==> config.mk <==
export PLATFORM = sky130hd
export DESIGN_NAME = shift_rows_serial
export DESIGN_NICKNAME = d
export VERILOG_FILES = /design/src/rtl/shift_rows_serial_pkg.sv /design/src/rtl/shift_rows_serial_bank.sv /design/src/rtl/shift_rows_serial.sv
export SDC_FILE = /design/constraint.sdc
export NUM_CORES = 1
export LEC_CHECK = 0
export BUFFER_PORTS_ARGS = -buffer_cell sky130_fd_sc_hd__buf_2
export CORE_ASPECT_RATIO = 0.6
export CORE_MARGIN = 2
export CORE_UTILIZATION = 50
export CTS_CLUSTER_DIAMETER = 150
export DETAILED_ROUTE_END_ITERATION = 12
export HOLD_SLACK_MARGIN = 0.03
export PLACE_DENSITY = 0.65
export SLEW_MARGIN = 20
export SYNTH_ARGS = -nofsm -noshare
export SYNTH_HDL_FRONTEND = slang
export SYNTH_SLANG_ARGS = --single-unit
==> constraint.sdc <==
create_clock -name clock -period 2.9 [get_ports clock]
set_clock_uncertainty 0.15 [all_clocks]
set_input_delay 0.435 -clock clock [delete_from_list [all_inputs] [get_ports clock]]
set_output_delay 0.435 -clock clock [all_outputs]
set_load 0.02 [all_outputs]
==> src/rtl/shift_rows_serial_pkg.sv <==
// Shared AES constants, output FSM states and the ShiftRows index map.
// The same index helper serves the forward and inverse ShiftRows blocks.
package shift_rows_serial_pkg;

  localparam int AES_BLOCK_BYTES = 16;
  localparam int AES_ROWS        = 4;

  typedef enum logic {
    S_IDLE,
    S_STREAM
  } sr_state_e;

  // Source byte for output (r,c); inv selects InvShiftRows.
  function automatic logic [3:0] sr_src_idx(
    input logic [1:0] r,
    input logic [1:0] c,
    input logic       inv
  );
    logic [1:0] sc;
    sc = inv ? (c - r) : (c + r);
    return {sc, r};
  endfunction

endpackage

==> src/rtl/shift_rows_serial_bank.sv <==
// 16x8 register bank: one write port, one combinational read port.
// Contents are deliberately not reset.
module sr_bank
  import shift_rows_serial_pkg::*;
#(
  parameter int NBYTES = AES_BLOCK_BYTES
) (
  input  logic       clock,
  input  logic       i_we,
  input  logic [3:0] i_waddr,
  input  logic [7:0] i_wdata,
  input  logic [3:0] i_raddr,
  output logic [7:0] o_rdata
);

  logic [7:0] r_mem [NBYTES];

  always_ff @(posedge clock) begin
    if (i_we) r_mem[i_waddr] <= i_wdata;
  end

  assign o_rdata = r_mem[i_raddr];

endmodule

==> src/rtl/shift_rows_serial.sv <==
// Byte-serial AES ShiftRows with ping-pong input banks.
// One bank fills while the other streams out in ShiftRows order.
module shift_rows_serial
  import shift_rows_serial_pkg::*;
#(
  parameter int NBYTES = AES_BLOCK_BYTES
) (
  input  logic       clock,
  input  logic       reset,
  input  logic       clear,
  input  logic       in_valid,
  input  logic [7:0] inbyte,
  output logic [7:0] outbyte,
  output logic       out_valid,
  output logic       out_last
);

  logic [3:0] r_wr_cnt;
  logic       r_wr_sel;
  logic [3:0] r_rd_cnt;
  logic       r_rd_sel;
  sr_state_e  r_state;

  logic       w_accept;
  logic       w_handoff;
  logic [3:0] w_raddr;
  logic [7:0] w_rdata0;
  logic [7:0] w_rdata1;
  logic [7:0] w_rdata;

  assign w_accept  = in_valid & ~clear;
  assign w_handoff = w_accept & (r_wr_cnt == 4'd15);
  assign w_raddr   = sr_src_idx(r_rd_cnt[1:0],
                                r_rd_cnt[3:2], 1'b0);
  assign w_rdata   = r_rd_sel ? w_rdata1 : w_rdata0;

  sr_bank #(.NBYTES(NBYTES)) u_bank0 (
    .clock   (clock),
    .i_we    (w_accept & ~r_wr_sel),
    .i_waddr (r_wr_cnt),
    .i_wdata (inbyte),
    .i_raddr (w_raddr),
    .o_rdata (w_rdata0)
  );

  sr_bank #(.NBYTES(NBYTES)) u_bank1 (
    .clock   (clock),
    .i_we    (w_accept & r_wr_sel),
    .i_waddr (r_wr_cnt),
    .i_wdata (inbyte),
    .i_raddr (w_raddr),
    .o_rdata (w_rdata1)
  );

  always_ff @(posedge clock or posedge reset) begin
    if (reset) begin
      r_wr_cnt <= 4'd0;
      r_wr_sel <= 1'b0;
    end else if (clear) begin
      r_wr_cnt <= 4'd0;
    end else if (in_valid) begin
      r_wr_cnt <= r_wr_cnt + 4'd1;
      if (r_wr_cnt == 4'd15) r_wr_sel <= ~r_wr_sel;
    end
  end

  always_ff @(posedge clock or posedge reset) begin
    if (reset) begin
      r_state   <= S_IDLE;
      r_rd_cnt  <= 4'd0;
      r_rd_sel  <= 1'b0;
      outbyte   <= 8'd0;
      out_valid <= 1'b0;
      out_last  <= 1'b0;
    end else begin
      unique case (r_state)
        S_IDLE: begin
          outbyte   <= 8'd0;
          out_valid <= 1'b0;
          out_last  <= 1'b0;
          if (w_handoff) begin
            r_state  <= S_STREAM;
            r_rd_cnt <= 4'd0;
            r_rd_sel <= r_wr_sel;
          end
        end
        S_STREAM: begin
          outbyte   <= w_rdata;
          out_valid <= 1'b1;
          out_last  <= (r_rd_cnt == 4'd15);
          r_rd_cnt  <= r_rd_cnt + 4'd1;
          // A handoff on the last byte chains the next block gaplessly.
          if (r_rd_cnt == 4'd15) begin
            if (w_handoff) r_rd_sel <= r_wr_sel;
            else           r_state  <= S_IDLE;
          end
        end
      endcase
    end
  end

endmodule

==> impl_metrics.csv <==
group,metric,value,unit
status,status,"completed",
detailed_routing,vias,5293,
detailed_routing,drcViolationCount,0,
cells_and_area,n_antenna_cell,0,
global_route,grt_pass1_vias,5258,
clock_tree,ctsHoldBuffers,2,
synthesis,syn_avg_cell_area,20.88,sq um
detailed_routing,drt_iter0_markers,525,
run,maxCapViolations,0,
global_route,track_usage,0.2015,
synthesis,ys_seq_elements,277,
synthesis,ys_seq_area_frac,0.7565,
cells_and_area,fillers,1540,
clock_tree,cts_buffers,25,
timing,tightest_slew,0.9129,ns
worst_setup_path,critPathMaxStageDelay,0.62,ns
timing,tns,0,ns
placed_design,dpl.hpwl,14390,um
global_route,antenna_found_initial,0,
synthesis,synth_xor_area_frac,0.006108,
cells_and_area,final_nets,600,
clock_tree,cts_sinks,277,
floorplan,num_io_pins,22,
worst_setup_path,crit_chain,"ha_1 -> xnor3_1 -> mux4_1 -> nor2_1 -> a211oi_1",
synthesis,synthesis.nets,538,
clock_tree,clk_pin_slew,0.07,ns
worst_setup_path,r2r_cells,5,
synthesis,yosys.area_share.simple,0.03365,
synthesis,synthesis.area,0.01086,sq mm
cells_and_area,final_util,0.5816,
floorplan,core-area,0.02114,sq mm
global_route,grt_pass1_wl,34010,um
worst_setup_path,arrival,2.64,ns
worst_setup_path,critPathMaxFanout,11,
global_route,grt-ovfl-total,0,
hold_path,hp-class,"input pin to flip-flop",
timing,finalCritPeriodShare,0.8211,
synthesis,ys.warnings.count,0,
detailed_routing,avgViaCountPerCell,6.022,
timing,period_minus_slack,2.381,ns
placed_design,gp_congestion,0.7646,
timing,setup_violations,0,
floorplan,placementRows,41,
worst_setup_path,worst_ep_required_time,3.16,ns
synthesis,yosys-mux-area-fraction,0.1688,
synthesis,synth_top_family_by_area,"multiplexers",
worst_setup_path,critPathKind,"flip-flop to flip-flop",
clock_tree,clockBufferDepth,3,
power_and_ir_drop,power.density,630.6,mW/mm^2
placed_design,io_buffers,21,
timing,hold_viol_final,0,
timing,rsz0062_at_grt,"no",
clock_tree,cts_root_buf,"clkbuf_16",
detailed_routing,ant_nets,0,
cells_and_area,drive_gt1_frac,0.3133,
detailed_routing,drt_wl_total,22620,um
timing,fin_hold_ws,0.1570,ns
global_route,grt_max_degree,50,
hold_path,min_path_cells,3,
clock_tree,cts_tree,"built",
timing,finalMaxSlewViolations,0,
synthesis,synthAdderAreaFrac,0.006915,
timing,maxSlewHeadroom,0.3907,
power_and_ir_drop,power_leakage,3.987,nW
floorplan,initial_core_util,0.5137,
detailed_routing,first_pass_iters,7,
floorplan,die_area,0.02295,sq mm
synthesis,synth-compound-area-share,0.01199,
cells_and_area,area_growth,13.23,%
floorplan,die_h,118.1,um
clock_tree,post_cts_buffers,0,
synthesis,synth_cell_types,34,
power_and_ir_drop,peakVddDrop,0.4888,mV
floorplan,die_width,194.2,um
detailed_routing,wire_per_inst,25.74,um
timing,fmax,420.0,MHz
clock_tree,clk_latency,0.55,ns
clock_tree,cts_resized,0,
worst_setup_path,crit_path_top_delay_cell,"mux4_1",
synthesis,synthesis.instances,520,
clock_tree,cts_max_level,1,
worst_setup_path,end_kind,"flip-flop",
worst_setup_path,start_kind,"flip-flop",
## worst paths after layout
check / start / endpoint / slack, ns
hold / removal: in_valid / r_wr_cnt[0] / 0.16
setup / recovery: r_rd_cnt[0] / outbyte[0] / 0.52
setup reg to reg: r_rd_cnt[0] / outbyte[0] / 0.52
min in group asynchronous: reset / outbyte[6] / 0.48
max in group asynchronous: reset / r_rd_cnt[0] / 1.45
hold reg to reg: r_rd_cnt[2] / r_rd_cnt[2] / 0.44
## cells in the mapped netlist, drive strengths merged
master	number	area share
nor3	5	0.0023
buf	18	0.012
nor2	39	0.013
or2	2	0.0012
a21oi	2	0.00092
ha	6	0.0069
o21ai	5	0.0023
or3	1	0.00058
nor2b	5	0.0029
clkbuf	7	0.0024
a211oi	1	0.00069
xnor3	1	0.0021
nand3	7	0.0032
o22ai	10	0.0058
clkinv	1	0.00035
dfrtp	21	0.048
and2	1	0.00058
nand2	19	0.0066
mux2	22	0.023
xnor2	3	0.0024
inv	5	0.0017
mux2i	5	0.0046
a41oi	1	0.00081
xor2	2	0.0016
nand4	2	0.0012
a21o	1	0.00069
mux4	68	0.14
nand2b	3	0.0017
o41ai	1	0.00081
edfxtp	256	0.71
## metal layers
metal | GRT usage | share of wire | vias to the layer above
li1 | - | - | 2234
met1 | 0.3393 | 0.49 | 2827
met2 | 0.2722 | 0.42 | 201
met3 | 0.03995 | 0.072 | 31
met4 | 0.04025 | 0.017 | 0
met5 | 0 | 0 | -
## report_power, final
| part | switching, mW | leakage, nW | total, mW | internal (mW) |
|---|---|---|---|---|
| combinational | 0.0939 | 1.02 | 0.123 | 0.0287 |
| sequential | 0.00807 | 2.59 | 4.39 | 4.38 |
| clock | 1.46 | 0.384 | 3.24 | 1.78 |
## area by class of cell
type | instances | area, sq um | area share
sequential | 277 | 8218 | 0.6685
tap | 279 | 349.1 | 0.02840
timing repair buffer | 60 | 440.4 | 0.03583
clock inverter | 16 | 152.6 | 0.01242
multi-input combinational | 212 | 2470 | 0.2009
clock buffer | 29 | 640.6 | 0.05211
inverter | 6 | 22.52 | 0.001832
## kinds of logic (layout without fill, tap and decap cells)
kind of cell,Yosys count,after routing
flip-flops,277,277
multiplexers,95,95
AND/OR/NAND/NOR,84,84
buffers and inverters,31,111
AO/OA/AOI/OAI,21,21
adder cells (fa/ha/maj),6,6
XOR/XNOR,6,6
## cells in the final DEF, fill, tap and decap left out, types with 3 or more instances in the layout
cell type and n:
clkinv_1 4, inv_1 5, dfrtp_1 19, mux2_2 22, buf_2 21, nand2b_1 3
mux4_2 67, xnor2_1 3, mux2i_1 5, edfxtp_1 256, o22ai_1 10, clkinvlp_4 3
buf_12 3, o21ai_0 5, clkbuf_16 25, ha_1 6, buf_4 34, nand3_1 7
nor3_1 5, clkbuf_1 4, nand2_1 19, nor2b_1 5, nor2_1 39, clkinv_2 6
## per-stage QoR
| step | total power [mW] | cells | cell area (sq um) | setup slack [ns] |
|---|---|---|---|---|
| detailed placement | 4.593 | 832 | 11480 | 0.5279 |
| finish | 7.752 | 879 | 12290 | 0.5188 |
| global route | 7.966 | 879 | 12290 | 0.3837 |
| CTS | 7.798 | 879 | 12290 | 0.5115 |
| floorplan | 4.509 | 520 | 10860 | 0.6218 |
| global placement | 4.584 | 832 | 11480 | 0.5179 |
## sequential cells by signal, summed over array words and instances (netlist names)
name / flops
r_rd_cnt: 4
u_bank0.r_mem: 128
r_wr_cnt: 4
out_valid: 1
u_bank1.r_mem: 128
r_rd_sel: 1
out_last: 1
outbyte: 8
r_state: 1
r_wr_sel: 1
## worst max-delay path: cells and delay by family, from the launching register on
kind,cells,cell delay [ns]
muxes,1,0.62
xor gates and xnor gates,1,0.60
DFF,1,0.50
adders and majority gates,1,0.24
and+or+nand+nor,1,0.10
AOI/OAI and AO/OA,1,0.06
Note: power is estimated with default switching activity, not from simulation.
